===== src/rtl/cpu_types_pkg.sv =====
// rtl/cpu_types_pkg.sv - hazard-unit stage control and per-stage pipeline payloads
package cpu_types_pkg;

  typedef enum logic [1:0] {
    PIPE_ENABLE = 2'd0,
    PIPE_STALL  = 2'd1,
    PIPE_NOP    = 2'd2
  } pipe_state_t;

  typedef enum logic [2:0] {
    RTYPE, ITYPE, LOAD, STORE, BRANCH, JUMP
  } op_t;

  typedef struct packed {
    logic [31:0] instr;
    logic [31:0] pc4;
  } ifid_t;

  typedef struct packed {
    op_t         op;
    logic [4:0]  rs;
    logic [4:0]  rt;
    logic [4:0]  rd;
    logic [31:0] rdat1;
    logic [31:0] rdat2;
    logic [31:0] imm;
    logic        reg_write;
    logic        d_wen;
    logic        d_ren;
  } idex_t;

  typedef struct packed {
    op_t         op;
    logic [31:0] alu_out;
    logic [31:0] wdat;
    logic [4:0]  wsel;
    logic        reg_write;
    logic        d_wen;
    logic        d_ren;
  } exmem_t;

  typedef struct packed {
    logic [31:0] wdat;
    logic [4:0]  wsel;
    logic        reg_write;
  } memwb_t;

  // Bubble encodings: every write-enable is 0, so a drained stage has no side effects.
  localparam ifid_t  IFID_NOP  = '0;
  localparam idex_t  IDEX_NOP  = '0;
  localparam exmem_t EXMEM_NOP = '{op: RTYPE, default: '0};
  localparam memwb_t MEMWB_NOP = '0;

endpackage


===== src/rtl/pipeline_elastic_stage.sv =====
// rtl/pipeline_elastic_stage.sv - elastic inter-stage buffer with hazard control and stall counter
module pipeline_elastic_stage
  import cpu_types_pkg::*;
#(
  parameter int unsigned      WIDTH     = 32,
  parameter int unsigned      DEPTH     = 2,
  parameter logic [WIDTH-1:0] NOP_VALUE = '0,
  parameter int unsigned      CNT_W     = 16
) (
  input  logic                       CLK,
  input  logic                       nRST,
  input  pipe_state_t                state,
  input  logic                       in_valid,
  input  logic [WIDTH-1:0]           in_data,
  output logic                       in_ready,
  output logic                       out_valid,
  output logic [WIDTH-1:0]           out_data,
  input  logic                       out_ready,
  output logic [$clog2(DEPTH+1)-1:0] occupancy,
  output logic [CNT_W-1:0]           stall_cnt
);

  localparam int unsigned CW = $clog2(DEPTH + 1);
  localparam int unsigned PW = (DEPTH > 1) ? $clog2(DEPTH) : 1;

  logic [WIDTH-1:0] mem_q [DEPTH];
  logic [PW-1:0]    wr_ptr_q, wr_ptr_d;
  logic [PW-1:0]    rd_ptr_q, rd_ptr_d;
  logic [CW-1:0]    count_q, count_d;
  logic [CNT_W-1:0] stall_q, stall_d;
  logic             push, pop;

  // Explicit wrap so non-power-of-2 depths never address past the last entry.
  function automatic logic [PW-1:0] ptr_inc(input logic [PW-1:0] p);
    return (p == PW'(DEPTH - 1)) ? '0 : p + 1'b1;
  endfunction

  assign in_ready  = (count_q < CW'(DEPTH)) && (state == PIPE_ENABLE);
  assign out_valid = (count_q != '0);
  assign out_data  = out_valid ? mem_q[rd_ptr_q] : NOP_VALUE;
  assign occupancy = count_q;
  assign stall_cnt = stall_q;

  assign push = in_valid && in_ready;
  assign pop  = out_valid && out_ready && (state != PIPE_STALL);

  always_comb begin
    wr_ptr_d = wr_ptr_q;
    rd_ptr_d = rd_ptr_q;
    count_d  = count_q;
    stall_d  = stall_q;
    if (state == PIPE_NOP) begin
      wr_ptr_d = '0;
      rd_ptr_d = '0;
      count_d  = '0;
    end else begin
      if (push) wr_ptr_d = ptr_inc(wr_ptr_q);
      if (pop)  rd_ptr_d = ptr_inc(rd_ptr_q);
      case ({push, pop})
        2'b10:   count_d = count_q + 1'b1;
        2'b01:   count_d = count_q - 1'b1;
        default: count_d = count_q;
      endcase
    end
    // Flush does not clear the counter; only reset does.
    if (out_valid && (!out_ready || state == PIPE_STALL) && (stall_q != '1))
      stall_d = stall_q + 1'b1;
  end

  always_ff @(posedge CLK or negedge nRST) begin
    if (!nRST) begin
      wr_ptr_q <= '0;
      rd_ptr_q <= '0;
      count_q  <= '0;
      stall_q  <= '0;
    end else begin
      wr_ptr_q <= wr_ptr_d;
      rd_ptr_q <= rd_ptr_d;
      count_q  <= count_d;
      stall_q  <= stall_d;
    end
  end

  always_ff @(posedge CLK) begin
    if (push) mem_q[wr_ptr_q] <= in_data;
  end

endmodule


===== config.mk =====
export PLATFORM = sky130hd
export DESIGN_NAME = pipeline_elastic_stage
export DESIGN_NICKNAME = d
export VERILOG_FILES = /design/src/rtl/cpu_types_pkg.sv /design/src/rtl/pipeline_elastic_stage.sv
export SDC_FILE = /design/constraint.sdc
export NUM_CORES = 1
export LEC_CHECK = 0
export ABC_AREA = 0
export CORE_MARGIN = 2
export CORE_UTILIZATION = 50
export DETAILED_ROUTE_END_ITERATION = 10
export DONT_BUFFER_PORTS = 1
export GPL_TIMING_DRIVEN = 0
export PLACE_DENSITY = 0.66
export SYNTH_ARGS = -nofsm -noshare
export SYNTH_HDL_FRONTEND = slang
export SYNTH_SLANG_ARGS = --single-unit

===== constraint.sdc =====
create_clock -name CLK -period 3.4 [get_ports CLK]
set_input_delay 1.02 -clock CLK [delete_from_list [all_inputs] [get_ports CLK]]
set_output_delay 1.02 -clock CLK [all_outputs]
set_load 0.005 [all_outputs]

## Word-level counts from Yosys, hierarchy flattened

Memory sizes are Yosys's and may differ from the RTL's.
Cells that the tools add are included.

- Add/sub/neg operators: 5
- Order comparisons: 1
- Equal/unequal tests: 6
- Multiplexer cells: 11
- Reduce and logical (&&, ||, !) cells: 13

Operator list:

| cell | count |
|---|---|
| 32-bit two-way mux | 1 |
| 16-bit by 1-bit adder with 16-bit output (second input constant) | 1 |
| 16-bit != test (second input constant) | 1 |
| 1-bit two-way mux | 8 |
| 1-bit logical AND | 6 |
| 2-bit nonzero test | 3 |
| 2-bit by 1-bit == test with 1-bit output (second input constant) | 2 |
| 2-bit == test (second input constant) | 2 |
| 2-bit case mux with 2 select lines | 1 |
| 3-bit nonzero test | 1 |
| 1-bit adder (second input constant) | 2 |
| 2-bit by 1-bit adder with 2-bit output (second input constant) | 1 |
| 2-bit logical NOT | 1 |
| 2-bit less-than comparator (second input constant) | 1 |
| 2-bit two-way mux | 1 |
| 2-bit by 1-bit != test with 1-bit output (second input constant) | 1 |
| 2-bit by 1-bit subtractor with 2-bit output (second input constant) | 1 |
| 1-bit logical NOT | 1 |
| 1-bit logical OR | 1 |

- Bits in registers: 20
- RAM bits: 64
- Input bits: 38
- Output and inout bits: 52
- Word-level logic and storage cells: 41
- Memories: 1

Memories:

| memory | depth | bits a word | rd ports | clocked after Yosys merged registers in | wr ports | line | source |
|---|---|---|---|---|---|---|---|
| mem_q | 2 | 32 | 1 | 0 | 1 | pipeline_elastic_stage.sv:26 | `logic [WIDTH-1:0] mem_q [DEPTH];` |

## Longest topological paths before layout

Gate-level depths: netlist of the first run.

- Word-level depth: 6
- Gate-level depth with buffers: 6
- Gate-level depth less buffers: 5

## Worst setup path before layout of the first run

No wires, ideal clock.

- Path type: in2reg
- Start point: input in_valid
- End point: memory mem_q[0][0], enable pin
- Arrival: 2765 ps
- Data required time: 2979 ps
- Slack: 214 ps
- Stages on the path: 3
- Path buffers: 0
- Cell sequence: nor2b_1 -> nand2_1 -> nor2_1

- Longest elaborated chain between the ends: 3

RTL lines:

| what | line | source |
|---|---|---|
| start: declaration | pipeline_elastic_stage.sv:13 | `input logic in_valid,` |
| 1-bit logical AND | pipeline_elastic_stage.sv:44 | `assign push = in_valid && in_ready;` |
| 1-bit two-way mux | pipeline_elastic_stage.sv:85 | `if (push) mem_q[wr_ptr_q] <= in_data;` |
| 1-bit two-way mux (not written as such) | pipeline_elastic_stage.sv:85 |  |
| end: declaration | pipeline_elastic_stage.sv:26 |  |

Every way passes these cells.

## Final worst setup path of the first run

- Start point: register count_q[0], in the netlist occupancy[0]
- End point: output out_data[12]

- Longest elaborated chain between the ends: 2

RTL lines:

| what | line | source |
|---|---|---|
| start: declaration | pipeline_elastic_stage.sv:29 | `logic [CW-1:0] count_q, count_d;` |
| start signal: assignment | pipeline_elastic_stage.sv:79 | `count_q <= count_d;` |
| 2-bit nonzero test | pipeline_elastic_stage.sv:39 | `assign out_valid = (count_q != '0);` |
| 32-bit two-way mux | pipeline_elastic_stage.sv:40 | `assign out_data = out_valid ? mem_q[rd_ptr_q] : NOP_VALUE;` |
| end: declaration | pipeline_elastic_stage.sv:17 | `output logic [WIDTH-1:0] out_data,` |

Every way passes these cells.

==> results of run 1 <==
-- synth_stat cells (all sizes together) --
| cell type | number | area [sq um] |
|---|---|---|
| nand4 | 8 | 65.06 |
| nor2b | 4 | 25.02 |
| nor2 | 39 | 148.9 |
| o221ai | 1 | 8.760 |
| nand2 | 8 | 30.03 |
| nand2b | 1 | 13.76 |
| xnor2 | 4 | 35.03 |
| inv | 2 | 7.510 |
| nand3 | 4 | 20.02 |
| or2 | 1 | 6.260 |
| and3 | 6 | 37.54 |
| dfrtp | 20 | 500.5 |
| nor3 | 4 | 20.02 |
| buf | 6 | 41.28 |
| mux2i | 33 | 330.3 |
| and4 | 1 | 8.760 |
| nor4b | 1 | 23.77 |
| a21oi | 2 | 10.01 |
| ha | 1 | 12.51 |
| clkbuf | 5 | 18.77 |
| a2111oi | 1 | 27.53 |
| a21o | 1 | 7.510 |
| a32o | 1 | 10.01 |
| edfxtp | 64 | 1922 |
| o21ai | 4 | 20.02 |
| xor2 | 11 | 96.34 |
| nor4 | 5 | 80.08 |
| o22ai | 1 | 6.260 |
| nor3b | 1 | 7.510 |
| mux2 | 1 | 11.26 |
| a2bb2oi | 1 | 8.760 |
-- sequential cells by signal, indices dropped and copies added, names as in the netlist --
register   cells
mem_q         64
rd_ptr_q       1
stall_cnt     16
occupancy      2
wr_ptr_q       1
-- worst max-delay path, delay by kind of cell (launching register included) --
family,cells,cell delay [ps]
buffers and inverters,1,430
and+or+nand+nor,2,540
DFF,1,460
-- worst min path at each step --
stage	from	end	slack [ps]
after floorplan	stall_cnt[15]	stall_cnt[15]	480
after global placement	stall_cnt[15]	stall_cnt[15]	510
after detailed placement	stall_cnt[15]	stall_cnt[15]	510
after CTS	nRST	stall_cnt[12]	330
after global routing	nRST	stall_cnt[14]	310
final	nRST	stall_cnt[12]	340
-- stage by stage --
stage          area [sq um]  utilization [%]  setup WS, ps
4_1_cts                3940            57.67         517.2
3_3_place_gp           3681            53.88        -585.3
2_1_floorplan          3561                -         214.4
5_1_grt                3940            57.67         415.9
6_report               3940            57.67         591.2
3_5_place_dp           3710            54.30         761.9
-- layout make-up --
cell class | instances | area [sq um] | share of cell area [%]
inverter | 2 | 7.507 | 0.1905
buffer | 11 | 60.06 | 1.524
tap | 96 | 120.1 | 3.049
timing repair buffer | 1 | 20.02 | 0.5081
clock inverter | 7 | 106.4 | 2.699
sequential | 84 | 2422 | 61.48
clock buffer | 9 | 123.9 | 3.144
multi-input combinational | 145 | 1080 | 27.41
-- logic make-up (layout without fill, tap and decap cells) --
kind of cell    after synthesis  count (layout)  synth area share, %
compound gates               12              12                2.776
buf+inv                      13              30                1.897
fa+ha+maj                     1               1               0.3513
mux                          34              34                9.592
xor+xnor                     15              15                3.689
flops                        84              84                68.03
simple gates                 83              83                13.67
-- layer usage --
layer / track usage [%] / vias up
met5: 0 / -
met4: 9.780 / 0
met3: 8.396 / 11
met2: 23.99 / 72
met1: 19.21 / 949
li1: - / 913
-- placed cells by master (no fill, tap or decap), drive strengths merged, types with 2 or more instances in the layout --
cell type,netlist,final
clkbuf,5,14
xnor2,4,4
nand3,4,4
and3,6,6
a21oi,2,2
nand4,8,8
o21ai,4,4
nor3,4,4
edfxtp,64,64
nor4,5,5
dfrtp,20,20
mux2i,33,33
nand2,8,8
xor2,11,11
inv,2,5
clkinv,0,2
buf,6,7
nor2,39,39
bufinv,0,2
nor2b,4,4
-- where the power goes --
part           leakage [nW]  switching, mW  total [mW]  internal [mW]
combinational         0.443          0.189       0.323          0.134
sequential            0.826         0.0996        1.28           1.18
clock                 0.116          0.393       0.819          0.426
total                  1.39          0.681        2.42           1.74
==> flow_metrics.py, run 1 <==
metrics = {
    "pwr": {
        "p_total_mw": 2.424,
        "vdd_drop_max_mv": 0.3155,
        "power_density_nw_per_um2": 615.2,
        "leakage_nw": 1.385,
    },
    "layout": {
        "instances_no_fill": 355,
        "syn2layout_area_growth_pct": 10.65,
        "layout.nets": 293,
        "final_layout_size_suffix_gt1_share_pct": 14.29,
        "antenna_cells": 0,
        "fill_cells": 552,
    },
    "die": {
        "fp-row-count": 30,
        "initial_utilization_pct": 52.12,
        "die_area_sq_um": 7813,
        "dieWidth_um": 88.39,
        "fp.dieH_um": 88.39,
        "core_sq_um": 6832,
        "io_pins": 90,
    },
    "detailed_routing": {
        "first_pass_iters": 4,
        "met2_length_mm": 2.894,
        "routed_wl_mm": 6.228,
        "drc": 0,
        "vias": 1945,
        "wl_met3_um": 542,
        "drtIter0Drc": 60,
        "routedLengthMet1_mm": 2.643,
        "postRouteAntennaNets": 0,
        "routedWlPerCell_um": 17.54,
        "avgViaCountPerCell": 5.479,
        "top_layer_used": "met4",
    },
    "global_route": {
        "grt_pass1_vias": 1891,
        "grt_max_degree": 33,
        "grt_overflow_total": 0,
        "grt_pass1_wl_mm": 9.294,
        "grt_use_total_pct": 16.35,
        "antenna_found_initial": 0,
    },
    "logic_synthesis": {
        "synth_area_sq_um": 3561,
        "syn_nets": 281,
        "seq_area_frac_synth_pct": 68.03,
        "synth_area_per_cell_sq_um": 14.71,
        "synth_seq_cells": 84,
        "syn_inst": 242,
        "synth-warning-count": 0,
        "yosys.cell_types.count": 36,
    },
    "clock_network": {
        "cts.clk_slew.worst_paths_ps": 90,
        "root_buffer": "clkbuf_8",
        "cts_tree": "built",
        "postCtsSetupBuffers": 0,
        "cts-hold-fix-buffers": 0,
        "cts_resized": 0,
        "cts.sink_count": 84,
        "cts.path.max_buffers": 2,
        "clkLatencyLatePin_ps": 370,
        "cts-buffers-inserted": 9,
        "h-tree-depth": 3,
    },
    "timing": {
        "hold_slack_ps": 339.9,
        "setup_viol": 0,
        "tightest_slew_ps": 768.7,
        "period_needed_ps": 2809,
        "period_share_pct": 82.61,
        "max_slew_margin_pct": 48.75,
        "fmax_ghz": 0.3560,
        "finalMaxSlewViolations": 0,
        "setup-tns-final_ps": 0,
        "fin_skew_ps": 8.180,
        "hold_viol": 0,
        "rsz0062_at_grt": "no",
    },
    "place": {
        "place_hpwl_mm": 4.092,
        "routabilityCongestion": 0.8420,
        "portBuffers": 0,
        "post-place-cells": 339,
    },
    "critical_path": {
        "critPathLaunchType": "register",
        "crit_fanout": 10,
        "cp-endpoint": "out_data[12]",
        "cp.arrival_ps": 1790,
        "critical_path.max_stage_delay_ps": 460,
        "critical_path_class": "reg -> out",
        "reg2reg_from": "occupancy[1]",
        "crit_start": "occupancy[0]",
        "crit_slowest_cell": "dfrtp_1",
        "r2r-end": "mem_q[1][22]",
        "path_cells": "nor2_2 > clkbuf_1 > nor2_1",
        "reg2reg_depth": 2,
        "endpoint_kind": "output pin",
        "crit_required_ps": 2380,
        "r2r_setup_slack_ps": 1400,
    },
    "hold_path": {
        "hold_path_class": "in -> async",
    },
    "run_status": {
        "status": "finished, final reports clean",
    },
    "job": {
        "cap_viol_max_count": 0,
    },
}
(Power assumes the default switching activity.)
==> run 2, diff against run 1 <==
Settings changed: ABC_AREA 0 to 1, PLACE_DENSITY 0.66 to 0.69.
Clock period 3.4 ns to 2.4 ns, I/O delays scaled along.
==> run 2 against run 1 <==
Against the previous run:
- non-clock buffer count unchanged
- cell count increased by 33%
- global-route usage increased by 1.2 points
- via count increased by 23%
- worst hold slack got worse by 270 ps
- total power increased by 55%
- design area increased by 2.8%
- first-iteration DRC count increased by 57%
- wire length increased by 11%
- clock-buffer cell count increased by 2
- sequential share of layout area decreased by 1.7 points
- setup slack got worse by 470 ps
- critical path type unchanged
- critical endpoint is now out_data[21]
- largest cell class unchanged
==> flow_metrics.py, run 2 <==
metrics = {
    "logic_synthesis": {
        "synth_seq_cells": 84,
        "synthMostInstantiatedCell": "nand2_1",
        "synth_area_sq_um": 3654,
        "yosysTopAreaCellShare_pct": 52.60,
        "synth_area_per_cell_sq_um": 10.26,
        "syn_nets": 395,
        "synth_commonest_cells": "nand2_1 (147), edfxtp_1 (64), a21oi_1 (35), dfrtp_1 (20), nor2_1 (19)",
        "synthTopCellsByArea": "edfxtp_1 (53%), nand2_1 (15%), dfrtp_1 (14%)",
        "synth_edf_count": 64,
        "synth_top_area_cell": "edfxtp_1",
        "async_flop_share_pct": 23.81,
        "synth-warning-count": 0,
        "synth-main-ff-cell": "edfxtp_1",
        "yosys.cell_types.count": 25,
        "seq_area_frac_synth_pct": 66.30,
        "syn_inst": 356,
    },
    "layout": {
        "layout.nets": 406,
        "multi_input_area_sq_um": 1140,
        "antenna_cells": 0,
        "instances_no_fill": 471,
        "syn2layout_area_growth_pct": 10.89,
        "final_cell_mix": "nand2_1 (147), edfxtp_1 (64), a21oi_1 (26)",
        "largest_reg_flops": 64,
        "regMostFlops": "mem_q",
        "layout.cells.most_common": "nand2_1",
        "final_layout_size_suffix_gt1_share_pct": 13.17,
        "seqCellArea_sq_um": 2424,
        "fill_cells": 626,
    },
    "place": {
        "post-place-cells": 455,
        "pre_cts_slack_ps": 64.51,
        "portBuffers": 0,
        "place_hpwl_mm": 4.744,
        "routabilityCongestion": 0.8705,
    },
    "critical_path": {
        "critPathLaunchType": "register",
        "crit_fanout": 10,
        "endpoint_kind": "output pin",
        "crit_cells": 4,
        "r2r_setup_slack_ps": 400,
        "critical_path_class": "reg -> out",
        "reg2reg_depth": 3,
        "crit_start": "rd_ptr_q",
        "crit_slowest_cell": "dfrtp_1",
        "crit_required_ps": 1680,
        "cp-endpoint": "out_data[21]",
        "cp_top_family": "buffers and inverters",
        "cp.arrival_ps": 1560,
        "path_cells": "clkbuf_1 > clkbuf_2 > nand2_1 > a21oi_2",
        "reg2reg_from": "occupancy[1]",
        "critical_path.max_stage_delay_ps": 330,
        "worst-path-buf-inv": 2,
        "r2r-end": "mem_q[1][23]",
    },
    "run_status": {
        "status": "finished, final reports clean",
    },
    "global_route": {
        "use_met2_pct": 28.82,
        "grt_max_degree": 34,
        "grt_use_total_pct": 17.55,
        "use_met3_pct": 6.925,
        "grt_overflow_total": 0,
        "grt_pass1_wl_mm": 10.43,
        "grt_use_met1_pct": 20.60,
        "grt_busiest_layer": "met2",
        "antenna_found_initial": 0,
        "grt_pass1_vias": 2164,
    },
    "timing": {
        "hold_slack_ps": 65.29,
        "fin_skew_ps": 8.026,
        "setup_viol": 0,
        "period_share_pct": 94.97,
        "rsz0062_at_grt": "no",
        "setup-tns-final_ps": 0,
        "max_slew_margin_pct": 36.91,
        "tightest_slew_ps": 944.1,
        "period_needed_ps": 2279,
        "worst_slack_ps": 120.7,
        "finalMaxSlewViolations": 0,
        "hold_viol": 0,
        "fmax_ghz": 0.4387,
    },
    "pwr": {
        "leakage_nw": 1.582,
        "vdd_drop_max_mv": 0.4310,
        "p_total_mw": 3.745,
        "power_density_nw_per_um2": 924.5,
    },
    "clock_network": {
        "cts-buffers-inserted": 9,
        "cts_tree": "built",
        "h-tree-depth": 3,
        "clkLatencyLatePin_ps": 350,
        "postCtsSetupBuffers": 0,
        "cts.clk_slew.worst_paths_ps": 80,
        "cts.sink_count": 84,
        "cts-hold-fix-buffers": 0,
        "cts.path.max_buffers": 2,
        "root_buffer": "clkbuf_8",
        "cts_resized": 8,
    },
    "hold_path": {
        "hold_path_class": "in -> async",
    },
    "die": {
        "io_pins": 90,
        "fp-row-count": 31,
        "core_sq_um": 7176,
        "dieWidth_um": 89.48,
        "die_area_sq_um": 8007,
        "initial_utilization_pct": 50.92,
        "fp.dieH_um": 89.48,
    },
    "detailed_routing": {
        "routed_wl_mm": 6.940,
        "vias": 2392,
        "first_pass_iters": 4,
        "postRouteAntennaNets": 0,
        "avgViaCountPerCell": 5.079,
        "routedWlPerCell_um": 14.73,
        "drc": 0,
        "drtIter0Drc": 94,
    },
    "job": {
        "cap_viol_max_count": 0,
    },
}
-- run 2: worst reg2reg max path, cell delays in order (launching register included) --
cell     delay (ps)
dfrtp_2         450
inv_1           110
nand3_1         250
nor2_4          800
-- run 2: cell type report --
class	instances	share of cell area (%)
Sequential cell	84	59.82
Multi-Input combinational cell	241	28.13
Clock buffer	11	3.490
Tap cell	99	3.057
Buffer	12	2.224
Inverter	19	1.760
Clock inverter	5	1.513
-- run 2: cells by family after synthesis --
family / count (synthesis) / share of synthesized area (%)
adder cells (fa/ha/maj): 1 / 0.3424
XOR/XNOR: 10 / 2.397
AO/OA/AOI/OAI: 39 / 5.514
flip-flops: 84 / 66.30
AND/OR/NAND/NOR: 191 / 21.61
buffers and inverters: 31 / 3.835
-- run 2: routing by layer --
layer / vias to the layer above / share of wire [%]
li1: 1198 / -
met5: - / 0
met2: 69 / 51
met3: 10 / 8.7
met4: 0 / 1.5
met1: 1115 / 39
-- run 2: worst min-delay path by stage --
stage	to	cells past startpoint
2_1_floorplan	occupancy[0]	0
3_3_place_gp	stall_cnt[9]	0
3_5_place_dp	stall_cnt[9]	0
4_1_cts	stall_cnt[9]	0
5_1_grt	wr_ptr_q	0
6_report	rd_ptr_q	0
-- run 2: stage by stage --
stage	area, sq um	util, %
after floorplan	3659	-
after global placement	3782	52.71
after global routing	4051	56.46
after CTS	4005	55.82
after detailed placement	3792	52.85
final	4051	56.46
-- run 2: report_power, final --
| part | internal (mW) | switching, mW |
|---|---|---|
| Combinational | 0.311 | 0.677 |
| Clock | 0.513 | 0.483 |
| Sequential | 1.67 | 0.0911 |
| Total | 2.49 | 1.25 |
==> run 3, diff against run 2 <==
==> constraint.sdc (replaced) <==
create_clock -name CLK -period 2.4 [get_ports CLK]
set_input_delay 0.48 -clock CLK [delete_from_list [all_inputs] [get_ports CLK]]
set_output_delay 0.48 -clock CLK [all_outputs]
set_load 0.005 [all_outputs]
==> run 3 against run 2 <==
Against the previous run:
- wire length shrank 1.9%
- die area is the same
- sequential share of layout area grew 0.64 points
- core utilization shrank 0.63 points
- clock power is essentially flat
- non-clock buffer count grew 1
- highest routed layer unchanged
==> flow_metrics.py, run 3 (synthesized netlist as in run 2, its figures left out) <==
metrics = {
    "run_status": {
        "status": "finished, final reports clean",
    },
    "critical_path": {
        "crit_start": "occupancy[1]",
        "endpoint_kind": "output pin",
        "crit_fanout": 10,
        "reg2reg_from": "occupancy[1]",
        "critPathLaunchType": "register",
        "critical_path_class": "reg -> out",
        "cp.arrival_ps": 1730,
        "crit_required_ps": 1920,
    },
    "layout": {
        "regMostFlops": "mem_q",
        "fill_cells": 636,
        "layout.cells.most_common": "nand2_1",
        "layout.nets": 407,
        "largest_reg_flops": 64,
        "antenna_cells": 0,
        "syn2layout_area_growth_pct": 9.657,
        "final_cell_mix": "nand2_1 (147), edfxtp_1 (64), a21oi_1 (35)",
        "instances_no_fill": 472,
        "final_layout_size_suffix_gt1_share_pct": 8.043,
    },
    "detailed_routing": {
        "vias": 2384,
        "drc": 0,
        "routed_wl_mm": 6.806,
        "postRouteAntennaNets": 0,
        "avgViaCountPerCell": 5.051,
        "drtIter0Drc": 79,
        "routedWlPerCell_um": 14.42,
        "first_pass_iters": 4,
    },
    "timing": {
        "fin_skew_ps": 7.404,
        "period_share_pct": 92.16,
        "fmax_ghz": 0.4521,
        "period_needed_ps": 2212,
        "setup_viol": 0,
        "finalMaxSlewViolations": 0,
        "tightest_slew_ps": 929.6,
        "max_slew_margin_pct": 37.88,
        "rsz0062_at_grt": "no",
        "hold_viol": 0,
    },
    "die": {
        "dieWidth_um": 89.48,
        "fp.dieH_um": 89.48,
        "initial_utilization_pct": 50.92,
        "die_area_sq_um": 8007,
        "core_sq_um": 7176,
        "io_pins": 90,
        "fp-row-count": 31,
    },
    "clock_network": {
        "cts.path.max_buffers": 2,
        "cts.clk_slew.worst_paths_ps": 90,
        "root_buffer": "clkbuf_8",
        "cts_tree": "built",
        "h-tree-depth": 3,
        "cts.sink_count": 84,
        "clkLatencyLatePin_ps": 340,
        "cts-buffers-inserted": 9,
        "postCtsSetupBuffers": 0,
    },
    "hold_path": {
        "hold_path_class": "in -> reg",
        "hp-start": "in_data[7]",
    },
    "job": {
        "cap_viol_max_count": 0,
    },
    "pwr": {
        "power_density_nw_per_um2": 915.8,
        "p_total_mw": 3.669,
        "leakage_nw": 1.561,
        "vdd_drop_max_mv": 0.4254,
    },
    "global_route": {
        "grt_pass1_vias": 2170,
        "grt_use_total_pct": 17.61,
        "grt_max_degree": 34,
        "grt_pass1_wl_mm": 10.45,
        "grt_overflow_total": 0,
        "antenna_found_initial": 0,
    },
    "place": {
        "portBuffers": 0,
        "place_hpwl_mm": 4.744,
        "routabilityCongestion": 0.8705,
        "post-place-cells": 455,
    },
}
-- run 3: worst max-delay path, cell delays in order (launching register included) --
cell	delay [ps]
dfrtp_1	450
inv_1	120
nand2_2	100
inv_1	160
clkbuf_1	390
a21oi_1	160
-- run 3: metrics by stage --
| step | hold slack [ps] | TNS, ps | setup WS [ps] | util [%] | cell area, sq um |
|---|---|---|---|---|---|
| floorplan | 184.4 | 0 | 332.8 | - | 3659 |
| global placement | 185.0 | -7124 | -128.8 | 52.71 | 3782 |
| detailed placement | 185.0 | 0 | 304.5 | 52.85 | 3792 |
| CTS | 207.3 | 0 | 108.8 | 55.82 | 4005 |
| global route | 203.7 | 0 | 8.092 | 55.83 | 4006 |
| finish | 223.8 | 0 | 188.1 | 55.83 | 4006 |
-- run 3: timing repair --
| action | CTS | global route |
|---|---|---|
| hold endpoints to repair | 20 | 0 |
| resized for setup | 0 | 3 |
| hold buffers | 1 | 0 |
| setup endpoints to repair | 0 | 4 |
-- run 3: worst paths after layout --
kind | end | slack, ps | cells past startpoint
min in group asynchronous | stall_cnt[9] | 710 | 1
max in group asynchronous | stall_cnt[3] | 1130 | 1
worst min register to register | stall_cnt[15] | 590 | 2
worst min-delay path | mem_q[1][7] | 220 | 0
worst max register to register | mem_q[1][23] | 390 | 3
worst max-delay path | out_data[21] | 190 | 5
-- run 3: area by class of cell --
| type | count | area, sq um | area share (%) |
|---|---|---|---|
| Sequential cell | 84 | 2422 | 60.46 |
| Multi-Input combinational cell | 241 | 1106 | 27.61 |
| Clock buffer | 11 | 141.4 | 3.529 |
| Tap cell | 99 | 123.9 | 3.092 |
| Inverter | 19 | 71.32 | 1.780 |
| Buffer | 12 | 70.07 | 1.749 |
| Clock inverter | 5 | 61.31 | 1.530 |
| Timing Repair Buffer | 1 | 10.01 | 0.2498 |
-- run 3: where the power goes --
group | switching (mW) | internal, mW
clock network | 0.480 | 0.513
registers | 0.0911 | 1.67
logic | 0.649 | 0.266
-- run 3: metal layers --
metal | GRT usage (%) | part of all wire [%] | wire length [um] | up-vias
li1 | - | - | - | 1201
met1 | 20.60 | 39 | 2643 | 1100
met2 | 29.02 | 50 | 3417 | 73
met3 | 6.925 | 9.4 | 641 | 10
met4 | 7.327 | 1.5 | 103 | 0
met5 | 0 | 0 | 0 | -
